$ cat config.mk
export PLATFORM = sky130hd
export DESIGN_NAME = wb_scoreboard_flat
export DESIGN_NICKNAME = d
export VERILOG_FILES = /design/src/rtl/wb_scoreboard_pkg.sv /design/src/rtl/wb_scoreboard_if.sv /design/src/rtl/wb_busy_table.sv /design/src/rtl/wb_scoreboard.sv /design/src/flat_wrapper.sv
export SDC_FILE = /design/constraint.sdc
export NUM_CORES = 1
export LEC_CHECK = 0
export BUFFER_PORTS_ARGS = -buffer_cell sky130_fd_sc_hd__buf_2
export CORE_MARGIN = 5
export CORE_UTILIZATION = 50
export DETAILED_ROUTE_END_ITERATION = 10
export PLACE_DENSITY = 0.8
export SYNTH_ARGS = -nofsm -noshare
export SYNTH_HDL_FRONTEND = slang
export SYNTH_HIERARCHICAL = 1
export SYNTH_SLANG_ARGS = --single-unit
$ cat constraint.sdc
create_clock -name clk -period 3.3 [get_ports clk]
set_input_delay 0.165 -clock clk [delete_from_list [all_inputs] [get_ports clk]]
set_output_delay 0.165 -clock clk [all_outputs]
set_load 0.05 [all_outputs]
$ cat src/rtl/wb_scoreboard_pkg.sv
// Shared definitions for the writeback/scoreboard slice: default widths,
// the hard-wired zero register index and the register index type.
package wb_scoreboard_pkg;

  localparam int DEF_ADDR_WIDTH = 5;
  localparam int DEF_DATA_WIDTH = 32;

  typedef logic [DEF_ADDR_WIDTH-1:0] reg_idx_t;

  localparam reg_idx_t REG_ZERO = '0;

endpackage

$ cat src/rtl/wb_scoreboard_if.sv
// Issue, ALU/LSU result and register-file write bundle between execute and
// writeback. The slave side is the writeback stage.
interface wb_scoreboard_if #(
  parameter int ADDR_WIDTH = 5,
  parameter int DATA_WIDTH = 32
);
  logic                     issue_valid;
  logic                     issue_load;
  logic [ADDR_WIDTH-1:0]    issue_rd;
  logic [ADDR_WIDTH-1:0]    issue_rs1;
  logic [ADDR_WIDTH-1:0]    issue_rs2;
  logic                     issue_ready;
  logic                     alu_valid;
  logic [ADDR_WIDTH-1:0]    alu_rd;
  logic [DATA_WIDTH-1:0]    alu_data;
  logic                     lsu_valid;
  logic                     lsu_ready;
  logic [ADDR_WIDTH-1:0]    lsu_rd;
  logic [DATA_WIDTH-1:0]    lsu_data;
  logic                     wen;
  logic [ADDR_WIDTH-1:0]    waddr;
  logic [DATA_WIDTH-1:0]    wdata;
  logic [2**ADDR_WIDTH-1:0] busy;

  modport slave (
    input  issue_valid, issue_load, issue_rd, issue_rs1, issue_rs2,
    input  alu_valid, alu_rd, alu_data,
    input  lsu_valid, lsu_rd, lsu_data,
    output issue_ready, lsu_ready, wen, waddr, wdata, busy
  );

  modport master (
    output issue_valid, issue_load, issue_rd, issue_rs1, issue_rs2,
    output alu_valid, alu_rd, alu_data,
    output lsu_valid, lsu_rd, lsu_data,
    input  issue_ready, lsu_ready, wen, waddr, wdata, busy
  );
endinterface

$ cat src/rtl/wb_busy_table.sv
// Busy-bit table: one bit per architectural register marking a load in
// flight, with one set port, one clear port and three lookup ports.
module wb_busy_table #(
  parameter int ADDR_WIDTH = 5
) (
  input  logic                     clk,
  input  logic                     rst,
  input  logic                     i_set_en,
  input  logic [ADDR_WIDTH-1:0]    i_set_idx,
  input  logic                     i_clr_en,
  input  logic [ADDR_WIDTH-1:0]    i_clr_idx,
  input  logic [ADDR_WIDTH-1:0]    i_rs1_idx,
  input  logic [ADDR_WIDTH-1:0]    i_rs2_idx,
  input  logic [ADDR_WIDTH-1:0]    i_rd_idx,
  output logic                     o_rs1_busy,
  output logic                     o_rs2_busy,
  output logic                     o_rd_busy,
  output logic [2**ADDR_WIDTH-1:0] o_busy
);

  logic [2**ADDR_WIDTH-1:0] r_busy;
  logic [2**ADDR_WIDTH-1:0] w_busy_next;

  // Clear is applied before set so a colliding set wins; bit 0 is forced low.
  always_comb begin
    w_busy_next = r_busy;
    if (i_clr_en) w_busy_next[i_clr_idx] = 1'b0;
    if (i_set_en) w_busy_next[i_set_idx] = 1'b1;
    w_busy_next[0] = 1'b0;
  end

  always_ff @(posedge clk) begin
    if (rst) r_busy <= '0;
    else     r_busy <= w_busy_next;
  end

  assign o_rs1_busy = r_busy[i_rs1_idx];
  assign o_rs2_busy = r_busy[i_rs2_idx];
  assign o_rd_busy  = r_busy[i_rd_idx];
  assign o_busy     = r_busy;

endmodule

$ cat src/rtl/wb_scoreboard.sv
// Writeback stage: arbitrates ALU (priority) and load results onto one
// registered regfile write port and stalls issue on load RAW/WAW hazards.
module wb_scoreboard
  import wb_scoreboard_pkg::*;
#(
  parameter int ADDR_WIDTH      = DEF_ADDR_WIDTH,
  parameter int DATA_WIDTH      = DEF_DATA_WIDTH,
  parameter int MAX_OUTSTANDING = 4
) (
  input  logic           clk,
  input  logic           rst,
  wb_scoreboard_if.slave bus
);

  localparam int CNT_W = $clog2(MAX_OUTSTANDING + 1);
  localparam logic [ADDR_WIDTH-1:0] W_REG_ZERO = ADDR_WIDTH'(REG_ZERO);

  logic [CNT_W-1:0]      r_count;
  logic                  r_wen;
  logic [ADDR_WIDTH-1:0] r_waddr;
  logic [DATA_WIDTH-1:0] r_wdata;

  logic w_rs1_busy, w_rs2_busy, w_rd_busy;
  logic w_full, w_issue_ready, w_lsu_ready;
  logic w_issue_load_acc, w_lsu_acc, w_set_en, w_dec;

  assign w_full           = (r_count == CNT_W'(MAX_OUTSTANDING));
  assign w_issue_ready    = !(w_rs1_busy || w_rs2_busy || w_rd_busy ||
                              (bus.issue_load && w_full));
  assign w_lsu_ready      = !bus.alu_valid;
  assign w_issue_load_acc = bus.issue_valid && w_issue_ready && bus.issue_load;
  assign w_lsu_acc        = bus.lsu_valid && w_lsu_ready;
  assign w_set_en         = w_issue_load_acc && (bus.issue_rd != W_REG_ZERO);
  // Results returning after a reset find count==0 and must not underflow it.
  assign w_dec            = w_lsu_acc && (r_count != '0);

  wb_busy_table #(.ADDR_WIDTH(ADDR_WIDTH)) u_busy (
    .clk        (clk),
    .rst        (rst),
    .i_set_en   (w_set_en),
    .i_set_idx  (bus.issue_rd),
    .i_clr_en   (w_lsu_acc),
    .i_clr_idx  (bus.lsu_rd),
    .i_rs1_idx  (bus.issue_rs1),
    .i_rs2_idx  (bus.issue_rs2),
    .i_rd_idx   (bus.issue_rd),
    .o_rs1_busy (w_rs1_busy),
    .o_rs2_busy (w_rs2_busy),
    .o_rd_busy  (w_rd_busy),
    .o_busy     (bus.busy)
  );

  always_ff @(posedge clk) begin
    if (rst) begin
      r_count <= '0;
    end else if (w_issue_load_acc && !w_dec) begin
      r_count <= r_count + 1'b1;
    end else if (w_dec && !w_issue_load_acc) begin
      r_count <= r_count - 1'b1;
    end
  end

  always_ff @(posedge clk) begin
    if (rst) begin
      r_wen   <= 1'b0;
      r_waddr <= '0;
      r_wdata <= '0;
    end else if (bus.alu_valid) begin
      r_wen   <= (bus.alu_rd != W_REG_ZERO);
      r_waddr <= bus.alu_rd;
      r_wdata <= bus.alu_data;
    end else if (bus.lsu_valid) begin
      r_wen   <= (bus.lsu_rd != W_REG_ZERO);
      r_waddr <= bus.lsu_rd;
      r_wdata <= bus.lsu_data;
    end else begin
      r_wen   <= 1'b0;
    end
  end

  assign bus.issue_ready = w_issue_ready;
  assign bus.lsu_ready   = w_lsu_ready;
  assign bus.wen         = r_wen;
  assign bus.waddr       = r_waddr;
  assign bus.wdata       = r_wdata;

endmodule

$ cat src/flat_wrapper.sv
// flat-port wrapper written by rule: the top's interface ports become plain ports
module wb_scoreboard_flat import wb_scoreboard_pkg::*;
#(
  parameter int ADDR_WIDTH      = DEF_ADDR_WIDTH,
  parameter int DATA_WIDTH      = DEF_DATA_WIDTH,
  parameter int MAX_OUTSTANDING = 4
)
  (clk, rst, bus_issue_valid, bus_issue_load, bus_issue_rd, bus_issue_rs1, bus_issue_rs2, bus_alu_valid, bus_alu_rd, bus_alu_data, bus_lsu_valid, bus_lsu_rd, bus_lsu_data, bus_issue_ready, bus_lsu_ready, bus_wen, bus_waddr, bus_wdata, bus_busy);
  wb_scoreboard_if #(.ADDR_WIDTH(ADDR_WIDTH), .DATA_WIDTH(DATA_WIDTH)) bus_i ();
  input  logic clk;
  input  logic rst;
  input wire logic [$bits(bus_i.issue_valid)-1:0] bus_issue_valid;
  input wire logic [$bits(bus_i.issue_load)-1:0] bus_issue_load;
  input wire logic [$bits(bus_i.issue_rd)-1:0] bus_issue_rd;
  input wire logic [$bits(bus_i.issue_rs1)-1:0] bus_issue_rs1;
  input wire logic [$bits(bus_i.issue_rs2)-1:0] bus_issue_rs2;
  input wire logic [$bits(bus_i.alu_valid)-1:0] bus_alu_valid;
  input wire logic [$bits(bus_i.alu_rd)-1:0] bus_alu_rd;
  input wire logic [$bits(bus_i.alu_data)-1:0] bus_alu_data;
  input wire logic [$bits(bus_i.lsu_valid)-1:0] bus_lsu_valid;
  input wire logic [$bits(bus_i.lsu_rd)-1:0] bus_lsu_rd;
  input wire logic [$bits(bus_i.lsu_data)-1:0] bus_lsu_data;
  output wire logic [$bits(bus_i.issue_ready)-1:0] bus_issue_ready;
  output wire logic [$bits(bus_i.lsu_ready)-1:0] bus_lsu_ready;
  output wire logic [$bits(bus_i.wen)-1:0] bus_wen;
  output wire logic [$bits(bus_i.waddr)-1:0] bus_waddr;
  output wire logic [$bits(bus_i.wdata)-1:0] bus_wdata;
  output wire logic [$bits(bus_i.busy)-1:0] bus_busy;
  assign bus_i.issue_valid = bus_issue_valid;
  assign bus_i.issue_load = bus_issue_load;
  assign bus_i.issue_rd = bus_issue_rd;
  assign bus_i.issue_rs1 = bus_issue_rs1;
  assign bus_i.issue_rs2 = bus_issue_rs2;
  assign bus_i.alu_valid = bus_alu_valid;
  assign bus_i.alu_rd = bus_alu_rd;
  assign bus_i.alu_data = bus_alu_data;
  assign bus_i.lsu_valid = bus_lsu_valid;
  assign bus_i.lsu_rd = bus_lsu_rd;
  assign bus_i.lsu_data = bus_lsu_data;
  assign bus_issue_ready = bus_i.issue_ready;
  assign bus_lsu_ready = bus_i.lsu_ready;
  assign bus_wen = bus_i.wen;
  assign bus_waddr = bus_i.waddr;
  assign bus_wdata = bus_i.wdata;
  assign bus_busy = bus_i.busy;
  wb_scoreboard #(.ADDR_WIDTH(ADDR_WIDTH), .DATA_WIDTH(DATA_WIDTH), .MAX_OUTSTANDING(MAX_OUTSTANDING)) u_core (.clk(clk), .rst(rst), .bus(bus_i));
endmodule
==> summary.md, run 1 <==
| Metric | Value |
|---|---|
| Layout Area Growth over Synthesis | `24.2%` |
| Worst min path class | `in2reg` |
| Clk root buf | `clkbuf_8` |
| Vias | `4429` |
| Hold Path Sink | `u_core/bus.wdata[13]$_SDFFE_PP0P_` |
| Initial antenna violation count | `0` |
| Critical path class | `reg2reg` |
| Netlist cell types | `44` |
| Post-DP HPWL | `~10 mm` |
| Nature of the critical path endpoint | `register` |
| WL final | `between 10 and 15 mm` |
| Sequential area share after synthesis | `33.3%` |
| Number of DRC violations after detailed-routing iteration 0 | `about 290` |
| # IOs | `approximately 170` |
| Worst slew pin tran | `1.18 ns` |
| Initial core utilization | `50.3%` |
| Yosys warns | `6` |
| Synth Cell Area | `around 4300 sq um` |
| H-tree levels | `3` |
| Final ANT Viol Nets | `0` |
| Hold Startpoint | `bus_alu_data[13]` |
| CP required | `approximately 3.6 ns` |
| Worst skew pair latency | `0.34 ns` |
| Antenna diode instance count | `0` |
| Avg Inst Size Synth | `between 8 and 9 sq um` |
| Clock buffer depth | `2` |
| Hold_ws | `roughly 0.065 ns` |
| Worst-path clk slew | `0.08 ns` |
| Ratio of cells with drive above 1 in the final layout | `39.3%` |
| CP startpoint kind | `register` |
| Reg-to-reg slack, setup | `around 0.13 ns` |
| Peak VDD IR | `just over 0.0003 V` |
| Yosys top cell by area | `dfxtp_1` |
| Synth top area cells | `dfxtp_1 (33%), nand2_1 (9.8%), a21oi_1 (7.1%)` |
| CP Max Fanout | `5` |
| Commonest non-fill, non-tap cell in the layout | `buf_2` |
| Final Hold Viols | `0` |
| PortBufs | `165` |
| Pre-antenna DRT Iters | `7` |
| Share of the synthesized area in the top cell type | `around a third` |
| CTS tree | `yes` |
| Max Fclk | `around 310 MHz` |
| Gpl congestion | `around 0.86` |
| Final Max Tran Viols | `0` |
| Max incr delay on CP | `slightly below 0.5 ns` |
| Cell count of the worst reg-to-reg path | `12` |
| Total GRT Usage | `about a quarter` |
| Syn Inst Count | `499` |
| Final #Nets | `between 700 and 800` |
| Largest net degree at the start of global routing | `61` |
| Cell Rows | `34` |
| First-pass GRT wire length | `roughly 21 mm` |
| Reg2Reg Capture Point | `u_core/r_count[2]$_SDFFE_PP0P_` |
| Max-Cap Viols | `0` |
| LEAKAGE | `approximately 0.0025 uW` |
| Flops & latches, synth | `72` |
| Die width | `approximately 100 um` |
| CTS Buf Count | `9` |
| Clk sinks | `between 70 and 80` |
| Hold Crit Depth | `3` |
| Average vias per placed instance | `~5.8` |
| Final TNS setup | `0 ns` |
| Setup Skew | `roughly 0.012 ns` |
| Worst r2r src | `u_core/u_busy/o_busy[7]$_SDFF_PP0_` |
| Post-layout min period | `3.17 ns` |
| Die Y | `103 um` |
| WL per Instance | `18.0 um` |
| RSZ-0062 raised after global routing | `false` |
| Syn Nets | `approximately 600` |
| Status | `complete, no violations` |
| Fin crit share | `a little over nine tenths` |
| Die area | `roughly 11000 sq um` |
| Critical-path top delay cell | `mux4_2` |
| Most frequent cells in the layout | `buf_2 (165), nand2_1 (113), dfxtp_1 (72)` |
| Post-route DRC | `0` |
| Setup violators final | `0` |
| Arr. time, crit path | `3.44 ns` |
| Power Dens Cells | `between 400 and 500 nW/um^2` |
| Vias in the first global route | `about 4.3k` |
| Overflow after GRT | `0` |
| Core area | `between 8000 and 9000 sq um` |
| Critical Path, Cell by Cell | `mux4_2, nand2b_1, o211ai_1, nand4_1, or3_4, nor3_4, ha_2, inv_1, fa_1, xor2_1, or3_1, a21oi_1` |
| Slew Limit Headroom | `between 20% and 30%` |
power by group:
part           internal, uW  switching, uW
Combinational           202            336
Clock                   389            329
Sequential              910           28.2
Total                  1500            694
layout make-up:
class	instances	area, sq um
fill	739	3220
sequential	72	1440
timing repair buffer	178	923
clock inverter	3	40.0
tap	108	135
inverter	5	18.8
clock buffer	13	159
multi-input combinational	390	2660
per-layer routing:
metal | global-route usage (%) | wire, um | vias to the layer above
met3 | 8.25 | 1670 | 21
met5 | 0 | 0 | -
li1 | - | - | 2083
met1 | 29.8 | 5170 | 2054
met2 | 44.5 | 6750 | 271
met4 | 7.57 | 240 | 0
worst max path at each step:
stage	from	to	slack [ns]	depth (start not counted)
floorplan	u_core/u_busy/o_busy[7]$_SDFF_PP0_	u_core/r_count[2]$_SDFFE_PP0P_	0.17	12
global placement	bus_issue_rs2[0]	u_core/r_count[2]$_SDFFE_PP0P_	0.15	13
detailed placement	bus_issue_rs1[0]	u_core/r_count[2]$_SDFFE_PP0P_	0.02	13
CTS	u_core/u_busy/o_busy[7]$_SDFF_PP0_	u_core/r_count[2]$_SDFFE_PP0P_	0.06	12
global route	u_core/u_busy/o_busy[7]$_SDFF_PP0_	u_core/r_count[2]$_SDFFE_PP0P_	0.01	12
finish	u_core/u_busy/o_busy[7]$_SDFF_PP0_	u_core/r_count[2]$_SDFFE_PP0P_	0.13	12
kinds of logic (layout without fill, tap and decap cells):
| family | count (synthesis) | after routing | share of synthesized area, % |
|---|---|---|---|
| AO/OA/AOI/OAI | 131 | 131 | 17.9 |
| XOR/XNOR | 2 | 2 | 0.405 |
| adder cells (fa/ha/maj) | 2 | 2 | 0.752 |
| buffers and inverters | 37 | 199 | 5.61 |
| flip-flops | 72 | 72 | 33.3 |
| multiplexers | 74 | 74 | 22.6 |
| other | 1 | 1 | 0.0867 |
| AND/OR/NAND/NOR | 180 | 180 | 19.3 |
worst max-delay path: cells and delay by family, from the launching register on:
| family | cells | cell delay (ns) |
|---|---|---|
| AOI/OAI and AO/OA | 2 | 0.27 |
| adders and majority gates | 2 | 0.57 |
| muxes | 1 | 0.49 |
| and+or+nand+nor | 5 | 1.21 |
| xor gates and xnor gates | 1 | 0.16 |
| DFF | 1 | 0.35 |
| buffers and inverters | 1 | 0.05 |
Yosys cell counts, drive strengths merged:
cell type    n
o31ai        1
buf         21
ha           1
conb         1
or3          3
and3b        3
a21oi       80
nor3         2
nand3       14
nand2      113
inv          5
o211ai       3
mux2i       28
nand2b       6
mux4         9
o21a         1
or3b         2
nand4        3
xor2         2
and3         2
fa           1
o2111ai      3
nor3b        5
mux2        37
o21ai       34
or4          3
nand3b       5
and2b        3
a22oi        6
nor2b        4
nor2        12
a211oi       3
clkbuf      11
dfxtp       72
through the flow:
| stage | util, % | area [sq um] | setup WS (ns) | total power (uW) | cells |
|---|---|---|---|---|---|
| 6_report | 62.5 | 5370 | 0.125 | 2190 | 769 |
| 2_1_floorplan | - | 4330 | 0.169 | 1330 | 499 |
| 5_1_grt | 62.5 | 5370 | 0.00985 | 2280 | 769 |
| 4_1_cts | 62.2 | 5350 | 0.0572 | 2190 | 767 |
| 3_5_place_dp | 59.9 | 5150 | 0.0194 | 1480 | 751 |
| 3_3_place_gp | 59.9 | 5150 | 0.152 | 1470 | 751 |
sequential cells by signal (all words and copies together), names as in the netlist:
register,cells
u_core/bus.wen,1
u_core/bus.wdata,32
u_core/u_busy/o_busy,31
u_core/bus.waddr,5
u_core/r_count,3
what timing repair did:
action / CTS / global route
hold buffers: 0 / 0
setup buffers: 0 / 2
hold endpoints to repair: 0 / 0
gates resized for setup: 0 / 3
endpoints found under the setup margin: 0 / 1
Power figures use the tool's default switching activity.
==> inputs of run 2 (changes only) <==
--- a/config.mk
+++ b/config.mk
@@ -6,10 +6,12 @@
 export NUM_CORES = 1
 export LEC_CHECK = 0
 export BUFFER_PORTS_ARGS = -buffer_cell sky130_fd_sc_hd__buf_2
+export CELL_PAD_IN_SITES_DETAIL_PLACEMENT = 2
+export CELL_PAD_IN_SITES_GLOBAL_PLACEMENT = 2
 export CORE_MARGIN = 5
-export CORE_UTILIZATION = 50
+export CORE_UTILIZATION = 28
 export DETAILED_ROUTE_END_ITERATION = 10
-export PLACE_DENSITY = 0.8
+export PLACE_DENSITY = 0.79
 export SYNTH_ARGS = -nofsm -noshare
 export SYNTH_HDL_FRONTEND = slang
 export SYNTH_HIERARCHICAL = 1
==> summary.md, run 2 (same netlist as run 1, synthesis figures left out) <==
| Metric | Value |
|---|---|
| Largest net degree at the start of global routing | `40 (-34%)` |
| Vias | `4426 (-0.068%)` |
| Die Y | `134 um (+30%)` |
| Final ANT Viol Nets | `0 (unchanged)` |
| Vias in the first global route | `5017 (+15%)` |
| Commonest non-fill, non-tap cell in the layout | `buf_2` |
| Final std cells w/o fill | `849 (+10%)` |
| Setup violators final | `0 (unchanged)` |
| Critical path class | `reg2reg` |
| CP required | `3.55 ns (about the same)` |
| Max-Cap Viols | `0 (unchanged)` |
| Placed Cells | `832 (+11%)` |
| CTS tree | `yes` |
| Fin crit share | `97.2% (+0.99 points)` |
| Most frequent CP cell | `or3_4` |
| Initial core utilization | `28.5% (-22 points)` |
| Final Max Tran Viols | `0 (unchanged)` |
| Max reg flops | `32 (unchanged)` |
| Die width | `134 um (+30%)` |
| CTS Buf Count | `9 (unchanged)` |
| Ratio of cells with drive above 1 in the final layout | `40.8% (+1.5 points)` |
| Sw Share | `28.9% (-2.7 points)` |
| Power Dens Cells | `472 nW/um^2 (+16%)` |
| Max Fclk | `312 MHz (-1.0%)` |
| Total GRT Usage | `19.4% (-6.2 points)` |
| Clk sinks | `72 (unchanged)` |
| Internal power | `1900 uW (+26%)` |
| Worst-path clk slew | `0.06 ns (-0.02 ns)` |
| # IOs | `167 (unchanged)` |
| Final Hold Viols | `0 (unchanged)` |
| Slew Limit Headroom | `55.8% (+35 points)` |
| Comb power frac | `21.1% (-3.4 points)` |
| Clk root buf | `clkbuf_16` |
| Initial antenna violation count | `2 (+2)` |
| Sequential share of power | `35.3% (-7.4 points)` |
| Max incr delay on CP | `0.45 ns (-0.04 ns)` |
| Status | `complete, no violations` |
| Final #Nets | `753 (unchanged)` |
| PortBufs | `165 (unchanged)` |
| Antenna diode instance count | `0 (unchanged)` |
| RSZ-0062 raised after global routing | `false` |
| Nature of the critical path endpoint | `register` |
| CP Max Fanout | `5 (unchanged)` |
| Pre-antenna DRT Iters | `4 (-3)` |
| Layout Area Growth over Synthesis | `30.5%` |
| Psw | `770 uW (+11%)` |
| H-tree levels | `3 (unchanged)` |
| Most frequent cells in the layout | `buf_2 (165), nand2_1 (113), dfxtp_1 (67)` |
| Setup Skew | `0.00733 ns (-0.00440 ns)` |
| Peak VDD IR | `0.000234 V (-23%)` |
| Post-DP HPWL | `13.5 mm (+30%)` |
| Number of DRC violations after detailed-routing iteration 0 | `188 (-35%)` |
| LEAKAGE | `0.00255 uW (+2.9%)` |
| CP startpoint kind | `register` |
| Arr. time, crit path | `3.46 ns (+0.02 ns)` |
| Pwr Total | `2670 uW (+21%)` |
| Worst slew pin tran | `0.662 ns (-0.520 ns)` |
| First-pass GRT wire length | `27.8 mm (+31%)` |
| WL final | `17.5 mm (+27%)` |
| Average vias per placed instance | `5.21 (-9.5%)` |
| Post-layout min period | `3.21 ns (+0.0326 ns)` |
| Critical Path, Cell by Cell | `mux4_2, nand2b_1, o2111ai_1, nand4_1, or3_4, nor3_4, ha_2, inv_1, fa_2, xor2_1, or3_4, a21oi_2` |
| Worst min path class | `in2reg` |
| Core area | `15200 sq um (+77%)` |
| Post-route DRC | `0 (unchanged)` |
| WL per Instance | `20.7 um (+15%)` |
| Clock buffer depth | `2 (unchanged)` |
| Overflow after GRT | `0 (unchanged)` |
| Die area | `18000 sq um (+70%)` |
| Final TNS setup | `0 ns (unchanged)` |
| Cell Rows | `45 (+32%)` |
| Critical-path top delay cell | `mux4_2` |
| Gpl congestion | `0.803 (-6.8%)` |
| Clock power share | `43.6% (+11 points)` |
| Worst skew pair latency | `0.33 ns (about the same)` |
==> run 2: cell count changes in the layout (fill, tap and decap cells not counted), moves of 2 or more <==
cell	previous run	this run
clkbuf_16	0	9
dfxtp_2	0	5
bufinv_16	1	3
clkbuf_8	11	2
clkbuf_1	2	0
dfxtp_1	72	67
==> run 2: path summary, 6_finish.rpt <==
| kind | startpoint | end | slack (ns) | cells after the start |
|---|---|---|---|---|
| worst max-delay path | u_core/u_busy/o_busy[22]$_SDFF_PP0_ | u_core/r_count[2]$_SDFFE_PP0P_ | 0.09 | 12 |
| worst min-delay path | bus_alu_data[21] | u_core/bus.wdata[21]$_SDFFE_PP0P_ | 0.08 | 3 |
| worst max register to register | u_core/u_busy/o_busy[22]$_SDFF_PP0_ | u_core/r_count[2]$_SDFFE_PP0P_ | 0.09 | 12 |
| worst min register to register | u_core/u_busy/o_busy[4]$_SDFF_PP0_ | u_core/u_busy/o_busy[4]$_SDFF_PP0_ | 0.52 | 2 |
==> run 2: metal layers <==
layer  vias to the layer above  share of wire [%]  global-route usage, %
met5                         -               0.23                      0
met4                         4                1.4                   4.86
met3                        17                8.3                   6.90
met2                       149                 49                   33.2
met1                      2174                 41                   23.1
li1                       2082                  -                      -
==> run 2: metrics by stage <==
stage / utilization [%] / hold slack [ns] / setup WS [ns] / area [sq um]
floorplan: - / 0.234 / 0.169 / 4330
finish: 37.2 / 0.0795 / 0.0926 / 5650
global placement: 34.6 / 0.416 / 0.118 / 5250
global route: 37.2 / 0.0732 / 0.00682 / 5650
detailed placement: 34.6 / 0.425 / -0.0298 / 5250
CTS: 37.0 / 0.0596 / 0.0105 / 5630
==> run 2: power by group through the flow <==
stage | Clock (uW) | Sequential [uW] | Combinational [uW]
3_3_place_gp | 0 | 956 | 530
4_1_cts | 1200 | 941 | 560
3_5_place_dp | 0 | 959 | 547
6_report | 1160 | 941 | 562
5_1_grt | 1240 | 948 | 604
2_1_floorplan | 0 | 1070 | 267
==> run 2: repair_timing <==
action,in CTS,in global routing
gates cloned,0,0
resized for setup,4,8
setup endpoints to repair,1,1
setup buffers,0,1
pin swaps,0,6
hold buffers,0,0
==> run 2: area by class of cell <==
cell class	instances	area, sq um
timing repair buffer	178	923
clock inverter	5	103
tap	188	235
inverter	5	18.8
multi-input combinational	390	2670
clock buffer	11	253
fill	1755	9550
sequential	72	1450
==> run 2: worst max-delay path, delay by kind of cell (launching register included) <==
kind | cells | cell delay [ns]
compound gates | 2 | 0.29
xor+xnor | 1 | 0.17
fa+ha+maj | 2 | 0.54
buf+inv | 1 | 0.05
flops | 1 | 0.35
mux | 1 | 0.45
simple gates | 5 | 1.26
